[src/rtl/csr_pkg.sv]
// csr_pkg: shared CSR addresses, op encodings, mstatus fields, mcause codes.
// Optional counters are enabled by the CSR_COUNTERS_EN macro in csr_file.
package csr_pkg;

  typedef enum logic [11:0] {
    CSR_MVENDORID  = 12'hF11,
    CSR_MARCHID    = 12'hF12,
    CSR_MIMPID     = 12'hF13,
    CSR_MHARTID    = 12'hF14,
    CSR_MCONFIGPTR = 12'hF15,
    CSR_MSTATUS    = 12'h300,
    CSR_MTVEC      = 12'h305,
    CSR_MSCRATCH   = 12'h340,
    CSR_MEPC       = 12'h341,
    CSR_MCAUSE     = 12'h342,
    CSR_MTVAL      = 12'h343,
    CSR_MCYCLE     = 12'hB00,
    CSR_MINSTRET   = 12'hB02,
    CSR_MCYCLEH    = 12'hB80,
    CSR_MINSTRETH  = 12'hB82,
    CSR_CYCLE      = 12'hC00,
    CSR_INSTRET    = 12'hC02,
    CSR_CYCLEH     = 12'hC80,
    CSR_INSTRETH   = 12'hC82
  } csr_addr_e;

  typedef enum logic [1:0] {
    CSR_OP_NONE = 2'b00,
    CSR_OP_RW   = 2'b01,
    CSR_OP_RS   = 2'b10,
    CSR_OP_RC   = 2'b11
  } csr_op_e;

  localparam int MSTATUS_MIE    = 3;
  localparam int MSTATUS_MPIE   = 7;
  localparam int MSTATUS_MPP_LO = 11;
  localparam int MSTATUS_MPP_HI = 12;

  typedef enum logic [31:0] {
    MCAUSE_INSN_MISALIGN  = 32'd0,
    MCAUSE_INSN_ACCESS    = 32'd1,
    MCAUSE_ILLEGAL_INSN   = 32'd2,
    MCAUSE_BREAKPOINT     = 32'd3,
    MCAUSE_LOAD_MISALIGN  = 32'd4,
    MCAUSE_LOAD_ACCESS    = 32'd5,
    MCAUSE_STORE_MISALIGN = 32'd6,
    MCAUSE_STORE_ACCESS   = 32'd7,
    MCAUSE_ECALL_M        = 32'd11
  } mcause_e;

  function automatic logic [31:0] csr_apply(
    input logic [1:0]  op,
    input logic [31:0] old,
    input logic [31:0] wd
  );
    case (op)
      CSR_OP_RS: csr_apply = old | wd;
      CSR_OP_RC: csr_apply = old & ~wd;
      default:   csr_apply = wd;
    endcase
  endfunction

endpackage

[src/rtl/csr_file_if.sv]
// csr_file_if: CSR access bus between EX/MEM and the CSR file.
// Master drives the request, slave returns old value and illegal flag.
interface csr_file_if;
  logic [11:0] csr_addr;
  logic [1:0]  csr_op;
  logic        csr_wen;
  logic        csr_ren;
  logic [31:0] csr_wdata;
  logic [31:0] csr_rdata;
  logic        csr_illegal;

  modport master (
    output csr_addr, csr_op, csr_wen, csr_ren, csr_wdata,
    input  csr_rdata, csr_illegal
  );

  modport slave (
    input  csr_addr, csr_op, csr_wen, csr_ren, csr_wdata,
    output csr_rdata, csr_illegal
  );
endinterface

[src/rtl/csr_counter64.sv]
// csr_counter64: 64-bit counter with per-half write access.
// A write to either half replaces the increment for that cycle.
module csr_counter64 (
  input  logic        clk,
  input  logic        rst_n,
  input  logic        inc_i,
  input  logic        wr_lo_i,
  input  logic        wr_hi_i,
  input  logic [31:0] wdata_i,
  output logic [31:0] lo_o,
  output logic [31:0] hi_o
);
  logic [63:0] cnt_q, cnt_d;

  always_comb begin
    cnt_d = cnt_q;
    if (wr_lo_i)
      cnt_d[31:0] = wdata_i;
    else if (wr_hi_i)
      cnt_d[63:32] = wdata_i;
    else if (inc_i)
      cnt_d = cnt_q + 64'd1;
  end

  always_ff @(posedge clk or negedge rst_n)
    if (!rst_n) cnt_q <= '0;
    else        cnt_q <= cnt_d;

  assign lo_o = cnt_q[31:0];
  assign hi_o = cnt_q[63:32];
endmodule

[src/rtl/csr_file.sv]
// csr_file: machine-mode CSR file with RMW ops, trap/MRET update, ID regs.
// CSR_COUNTERS_EN adds mcycle/minstret and their user read-only shadows.
module csr_file
  import csr_pkg::*;
#(
  parameter logic [31:0] VENDOR_ID = 32'h0,
  parameter logic [31:0] ARCH_ID   = 32'h0,
  parameter logic [31:0] IMP_ID    = 32'h0,
  parameter logic [31:0] HART_ID   = 32'h0,
  parameter logic [31:0] MTVEC_RST = 32'h0
) (
  input  logic        CLK,
  input  logic        RSTN,
  csr_file_if.slave   bus,
  input  logic        instr_retire,
  input  logic        trap_valid,
  input  logic [31:0] trap_cause,
  input  logic [31:0] trap_pc,
  input  logic [31:0] trap_tval,
  input  logic        mret,
  output logic [31:0] mtvec_o,
  output logic [31:0] mepc_o,
  output logic        mie_o
);
  logic        mie_q, mpie_q;
  logic [31:2] mtvec_q, mepc_q;
  logic [31:0] mscratch_q, mcause_q, mtval_q;
  logic        mapped, ro, illegal, wr;
  logic [31:0] rval, wnew;
  logic [11:0] addr;
  logic        unused_pc;

  assign addr      = bus.csr_addr;
  assign unused_pc = ^trap_pc[1:0];

`ifdef CSR_COUNTERS_EN
  logic [31:0] cyc_lo, cyc_hi, ins_lo, ins_hi;

  csr_counter64 u_mcycle (
    .clk     (CLK),
    .rst_n   (RSTN),
    .inc_i   (1'b1),
    .wr_lo_i (wr && addr == CSR_MCYCLE),
    .wr_hi_i (wr && addr == CSR_MCYCLEH),
    .wdata_i (wnew),
    .lo_o    (cyc_lo),
    .hi_o    (cyc_hi)
  );

  csr_counter64 u_minstret (
    .clk     (CLK),
    .rst_n   (RSTN),
    .inc_i   (instr_retire),
    .wr_lo_i (wr && addr == CSR_MINSTRET),
    .wr_hi_i (wr && addr == CSR_MINSTRETH),
    .wdata_i (wnew),
    .lo_o    (ins_lo),
    .hi_o    (ins_hi)
  );
`else
  logic unused_retire;
  assign unused_retire = instr_retire;
`endif

  always_comb begin
    mapped = 1'b1;
    ro     = 1'b0;
    rval   = '0;
    case (addr)
      CSR_MVENDORID:  begin rval = VENDOR_ID; ro = 1'b1; end
      CSR_MARCHID:    begin rval = ARCH_ID;   ro = 1'b1; end
      CSR_MIMPID:     begin rval = IMP_ID;    ro = 1'b1; end
      CSR_MHARTID:    begin rval = HART_ID;   ro = 1'b1; end
      CSR_MCONFIGPTR: ro = 1'b1;
      CSR_MSTATUS: begin
        rval[MSTATUS_MPP_HI:MSTATUS_MPP_LO] = 2'b11;
        rval[MSTATUS_MIE]  = mie_q;
        rval[MSTATUS_MPIE] = mpie_q;
      end
      CSR_MTVEC:    rval = {mtvec_q, 2'b00};
      CSR_MSCRATCH: rval = mscratch_q;
      CSR_MEPC:     rval = {mepc_q, 2'b00};
      CSR_MCAUSE:   rval = mcause_q;
      CSR_MTVAL:    rval = mtval_q;
`ifdef CSR_COUNTERS_EN
      CSR_MCYCLE:    rval = cyc_lo;
      CSR_MCYCLEH:   rval = cyc_hi;
      CSR_MINSTRET:  rval = ins_lo;
      CSR_MINSTRETH: rval = ins_hi;
      CSR_CYCLE:     begin rval = cyc_lo; ro = 1'b1; end
      CSR_CYCLEH:    begin rval = cyc_hi; ro = 1'b1; end
      CSR_INSTRET:   begin rval = ins_lo; ro = 1'b1; end
      CSR_INSTRETH:  begin rval = ins_hi; ro = 1'b1; end
`endif
      default: mapped = 1'b0;
    endcase
  end

  assign illegal = ((bus.csr_ren || bus.csr_wen) && !mapped)
                || (bus.csr_wen && bus.csr_op != CSR_OP_NONE && ro);
  assign wr      = bus.csr_wen && bus.csr_op != CSR_OP_NONE && !illegal;
  assign wnew    = csr_apply(bus.csr_op, rval, bus.csr_wdata);

  assign bus.csr_rdata   = (bus.csr_ren && mapped) ? rval : '0;
  assign bus.csr_illegal = illegal;

  // mtvec/mscratch are not touched by trap/MRET, so their writes always land
  always_ff @(posedge CLK or negedge RSTN) begin
    if (!RSTN) begin
      mie_q      <= 1'b0;
      mpie_q     <= 1'b0;
      mtvec_q    <= MTVEC_RST[31:2];
      mscratch_q <= '0;
      mepc_q     <= '0;
      mcause_q   <= '0;
      mtval_q    <= '0;
    end else begin
      if (wr && addr == CSR_MTVEC)    mtvec_q    <= wnew[31:2];
      if (wr && addr == CSR_MSCRATCH) mscratch_q <= wnew;
      if (trap_valid) begin
        mepc_q   <= trap_pc[31:2];
        mcause_q <= trap_cause;
        mtval_q  <= trap_tval;
        mpie_q   <= mie_q;
        mie_q    <= 1'b0;
      end else if (mret) begin
        mie_q  <= mpie_q;
        mpie_q <= 1'b1;
      end else if (wr) begin
        case (addr)
          CSR_MSTATUS: begin
            mie_q  <= wnew[MSTATUS_MIE];
            mpie_q <= wnew[MSTATUS_MPIE];
          end
          CSR_MEPC:   mepc_q   <= wnew[31:2];
          CSR_MCAUSE: mcause_q <= wnew;
          CSR_MTVAL:  mtval_q  <= wnew;
          default: ;
        endcase
      end
    end
  end

  assign mtvec_o = {mtvec_q, 2'b00};
  assign mepc_o  = {mepc_q, 2'b00};
  assign mie_o   = mie_q;
endmodule

[src/flat_wrapper.sv]
// flat-port wrapper written by rule: the top's interface ports become plain ports
module csr_file_flat import csr_pkg::*;
#(
  parameter logic [31:0] VENDOR_ID = 32'h0,
  parameter logic [31:0] ARCH_ID   = 32'h0,
  parameter logic [31:0] IMP_ID    = 32'h0,
  parameter logic [31:0] HART_ID   = 32'h0,
  parameter logic [31:0] MTVEC_RST = 32'h0
)
  (CLK, RSTN, instr_retire, trap_valid, trap_cause, trap_pc, trap_tval, mret, mtvec_o, mepc_o, mie_o, bus_csr_addr, bus_csr_op, bus_csr_wen, bus_csr_ren, bus_csr_wdata, bus_csr_rdata, bus_csr_illegal);
  csr_file_if bus_i ();
  input  logic CLK;
  input  logic RSTN;
  input  logic instr_retire;
  input  logic trap_valid;
  input  logic [31:0] trap_cause;
  input  logic [31:0] trap_pc;
  input  logic [31:0] trap_tval;
  input  logic mret;
  output logic [31:0] mtvec_o;
  output logic [31:0] mepc_o;
  output logic mie_o;
  input wire logic [$bits(bus_i.csr_addr)-1:0] bus_csr_addr;
  input wire logic [$bits(bus_i.csr_op)-1:0] bus_csr_op;
  input wire logic [$bits(bus_i.csr_wen)-1:0] bus_csr_wen;
  input wire logic [$bits(bus_i.csr_ren)-1:0] bus_csr_ren;
  input wire logic [$bits(bus_i.csr_wdata)-1:0] bus_csr_wdata;
  output wire logic [$bits(bus_i.csr_rdata)-1:0] bus_csr_rdata;
  output wire logic [$bits(bus_i.csr_illegal)-1:0] bus_csr_illegal;
  assign bus_i.csr_addr = bus_csr_addr;
  assign bus_i.csr_op = bus_csr_op;
  assign bus_i.csr_wen = bus_csr_wen;
  assign bus_i.csr_ren = bus_csr_ren;
  assign bus_i.csr_wdata = bus_csr_wdata;
  assign bus_csr_rdata = bus_i.csr_rdata;
  assign bus_csr_illegal = bus_i.csr_illegal;
  csr_file #(.VENDOR_ID(VENDOR_ID), .ARCH_ID(ARCH_ID), .IMP_ID(IMP_ID), .HART_ID(HART_ID), .MTVEC_RST(MTVEC_RST)) u_core (.CLK(CLK), .RSTN(RSTN), .bus(bus_i), .instr_retire(instr_retire), .trap_valid(trap_valid), .trap_cause(trap_cause), .trap_pc(trap_pc), .trap_tval(trap_tval), .mret(mret), .mtvec_o(mtvec_o), .mepc_o(mepc_o), .mie_o(mie_o));
endmodule
[config.mk]
export PLATFORM = sky130hd
export DESIGN_NAME = csr_file_flat
export DESIGN_NICKNAME = d
export VERILOG_FILES = /design/src/rtl/csr_pkg.sv /design/src/rtl/csr_file_if.sv /design/src/rtl/csr_counter64.sv /design/src/rtl/csr_file.sv /design/src/flat_wrapper.sv
export SDC_FILE = /design/constraint.sdc
export NUM_CORES = 1
export LEC_CHECK = 0
export CAP_MARGIN = 5
export CORE_MARGIN = 5
export CORE_UTILIZATION = 52
export CTS_CLUSTER_SIZE = 20
export DETAILED_ROUTE_END_ITERATION = 6
export PLACE_DENSITY_LB_ADDON = 0.05
export SLEW_MARGIN = 20
export SYNTH_ARGS = -nofsm -noshare
export SYNTH_HDL_FRONTEND = slang
export SYNTH_SLANG_ARGS = --single-unit
[constraint.sdc]
create_clock -name CLK -period 5 [get_ports CLK]
set_clock_uncertainty 0.15 [all_clocks]
set_input_delay 1 -clock CLK [delete_from_list [all_inputs] [get_ports CLK]]
set_output_delay 1 -clock CLK [all_outputs]
set_load 0.03 [all_outputs]
==> reports/results.ini <==
[status]
violations = design-rule violations
status = finished with violations

[place]
hpwlAfterDp_um = 18400
portBuffers = 239
place_congestion = 0.849

[routing]
drt-total-wl_um = 27900
vias_per_cell = 5.96
dr.pass1.iters = 7
wire_per_inst_um = 20.9
vias = 7971
drc = 1
drtIter0Drc = 770
ant_nets = 0

[power_and_ir_drop]
p_sw_uw = 853
power_leakage_nw = 4.54
power_frac_seq_pct = 41.8
design_power_total_mw = 3.33
p_sw_share_pct = 25.6
power.internal_mw = 2.47
p_per_area_mw_per_mm2 = 287
p_comb_share_pct = 16.3
vdd_drop_max_uv = 253
pwr-share-clk_pct = 41.8

[sta]
fmax_ghz = 0.228
rsz0062_at_grt = false
worst_pin_slew_ps = 861
fin_crit_sh_pct = 87.7
period_needed_ps = 4380
hold_viol = 0
fin_tns_setup_ps = 0
hold_slack_ps = 330
slew_violations = 0
final-setup-viol-count = 0
slew_headroom_pct = 42.6

[layout]
num-fill-cells = 1291
drive_gt1_share_pct = 14.4
most-common-layout-cells = 205 x clkdlybuf4s50_1, 158 x dfrtp_1, 140 x o21ai_0, 99 x a21oi_1, 88 x nor3b_1
antenna-diode-count = 0
area_growth_pct = 34.8
final_common_cell = clkdlybuf4s50_1
nNetsFinal = 1253

[clocking]
cts.path.max_buffers = 2
insertion_delay_ps = 420
clock-sinks = 158
cts_buffers = 17
cts_setup_buffers = 0
cts.clk_slew.worst_paths_ps = 60
cts_tree = yes
cts.htree.levels = 4
cts_resized = 0
cts_hold_buf = 0
cts-root-buf = clkbuf_16

[job]
cap_violations = 0

[floorplan]
start_util_pct = 52.4
dieWidth_um = 139
die_area_sq_mm = 0.0192
rows = 47
die_h_um = 139
core-area_sq_mm = 0.0164
io_pins = 247

[logic_synthesis]
synth-async-reset-ratio_pct = 100
synth-edff-count = 0
ys_ff_latch = 158
synth_area_leader_cell = dfrtp_1
synth_area_leaders = dfrtp_1 46%, o21ai_0 8.1%, nor3b_1 7.7%, mux4_2 7.1%, a21oi_1 5.8%
avgSynthCellArea_sq_um = 9.50
synth_cell_types = 56
netlist_area_sq_mm = 0.00860
yosys.area.top_type_share_pct = 46.0
ys_warn_count = 0
ys.flop_type = dfrtp_1
seq_area_frac_synth_pct = 46.0
synthCells = 905

[global_route]
grt_max_degree = 91
grt_pass1_vias = 8004
grt_pass1_wl_um = 44100
grt_usage_pct = 28.8
antenna_found_initial = 2
globalRouteOverflowTotal = 0
grt_util_met2_pct = 46.2
grtUsageMet3_pct = 6.62
met1_usage_pct = 39.4
gr-max-usage-layer = met2

[worst_setup_path]
cp.arrival_ps = 3230
worst-path-stages = 7
crit_chain = clkdlybuf4s50_1, nor3_2, and3b_1, o21ai_0, mux2i_1, nor2_1, clkdlybuf4s50_1
worstPathRequired_ps = 3850
slowest_delay_ps = 590
rr_worst_depth = 6
critPathBufInv = 2
cpMostUsedCell = clkdlybuf4s50_1
crit_start = bus_csr_addr[4]
path_max_fanout = 14
cp-end-kind = output port
slowest_stage = clkdlybuf4s50_1
critPathCapture = bus_csr_illegal
r2r_slack_ps = 2920
crit_path_start_kind = primary input
critPathKind = in -> out
timing.rr.start = u_core.mcause_q[11]
timing.rr.end = u_core.mcause_q[11]
crit_family = buffers and inverters

[worst_hold_path]
hp-class = reg -> reg

[metrics by stage]
stage / utilization, % / area, sq um / cells / worst slack [ps]
4_1_cts: 70.6 / 11600 / 1337 / 644
3_5_place_dp: 66.8 / 11000 / 1305 / 637
3_3_place_gp: 66.8 / 11000 / 1305 / 626
2_1_floorplan: - / 8610 / 908 / 1180
5_1_grt: 70.6 / 11600 / 1337 / 425
6_report: 70.6 / 11600 / 1337 / 617
[how the worst min path moves through the flow]
stage	endpoint	from	cells after the start	slack (ps)
2_1_floorplan	u_core.mscratch_q[12]	u_core.mscratch_q[12]	2	290
3_3_place_gp	u_core.mscratch_q[31]	u_core.mscratch_q[31]	2	310
3_5_place_dp	u_core.mscratch_q[6]	u_core.mscratch_q[6]	2	320
4_1_cts	u_core.mscratch_q[6]	u_core.mscratch_q[6]	2	330
5_1_grt	u_core.mscratch_q[30]	u_core.mscratch_q[30]	2	360
6_report	u_core.mscratch_q[6]	u_core.mscratch_q[6]	2	330
[flip-flops by register name, summed over array words and instances (netlist names)]
signal and flops:
u_core.mpie_q 1, u_core.mie_o 1, u_core.mcause_q 32, u_core.mscratch_q 32, u_core.mtval_q 32, u_core.mepc_q 30, u_core.mtvec_q 30
[logic make-up (layout without fill, tap and decap cells)]
group	Yosys count	in the layout	synth area share, %
DFF	158	158	46.0
other	1	4	0.0436
buffers and inverters	96	305	5.60
and+or+nand+nor	282	282	18.1
muxes	36	36	8.22
AOI/OAI and AO/OA	332	332	22.0
[worst min-delay path, cell delays in order (launching register included)]
cell	delay, ps
dfrtp_1	340
nand2_1	50
o21ai_0	60
[layer usage]
metal | vias up | share of wire (%)
li1 | 3698 | -
met2 | 339 | 48
met5 | - | 0.12
met1 | 3890 | 42
met3 | 40 | 8.2
met4 | 4 | 1.6
[cells in the mapped netlist (7+ instances only)]
library cell,count
clkbuf_1,38
o21ai_1,19
nor3_1,27
mux4_2,27
a21oi_2,24
buf_6,7
nor3b_1,88
buf_2,30
nor2_1,48
dfrtp_1,158
nand2_1,78
a21oi_1,99
o21ai_0,140
buf_4,8
a22oi_1,27
inv_1,8
[layout make-up]
class                   count  area, sq um  share of cell area (%)
clock buffers              19          443                    3.82
multi-input cells         654         4190                    36.2
well taps                 220          275                    2.38
flip-flops and latches    158         3950                    34.1
inverters                  10         37.5                   0.324
clock inverters            13          186                    1.61
repair buffers            263         2500                    21.6
[power by group through the flow]
stage | sequential, mW | combinational (mW) | clock [mW]
floorplan | 1.45 | 0.248 | 0
global placement | 1.41 | 0.533 | 0
detailed placement | 1.41 | 0.540 | 0
CTS | 1.39 | 0.544 | 1.41
global route | 1.40 | 0.586 | 1.46
finish | 1.39 | 0.543 | 1.39
(Power assumes the default switching activity.)
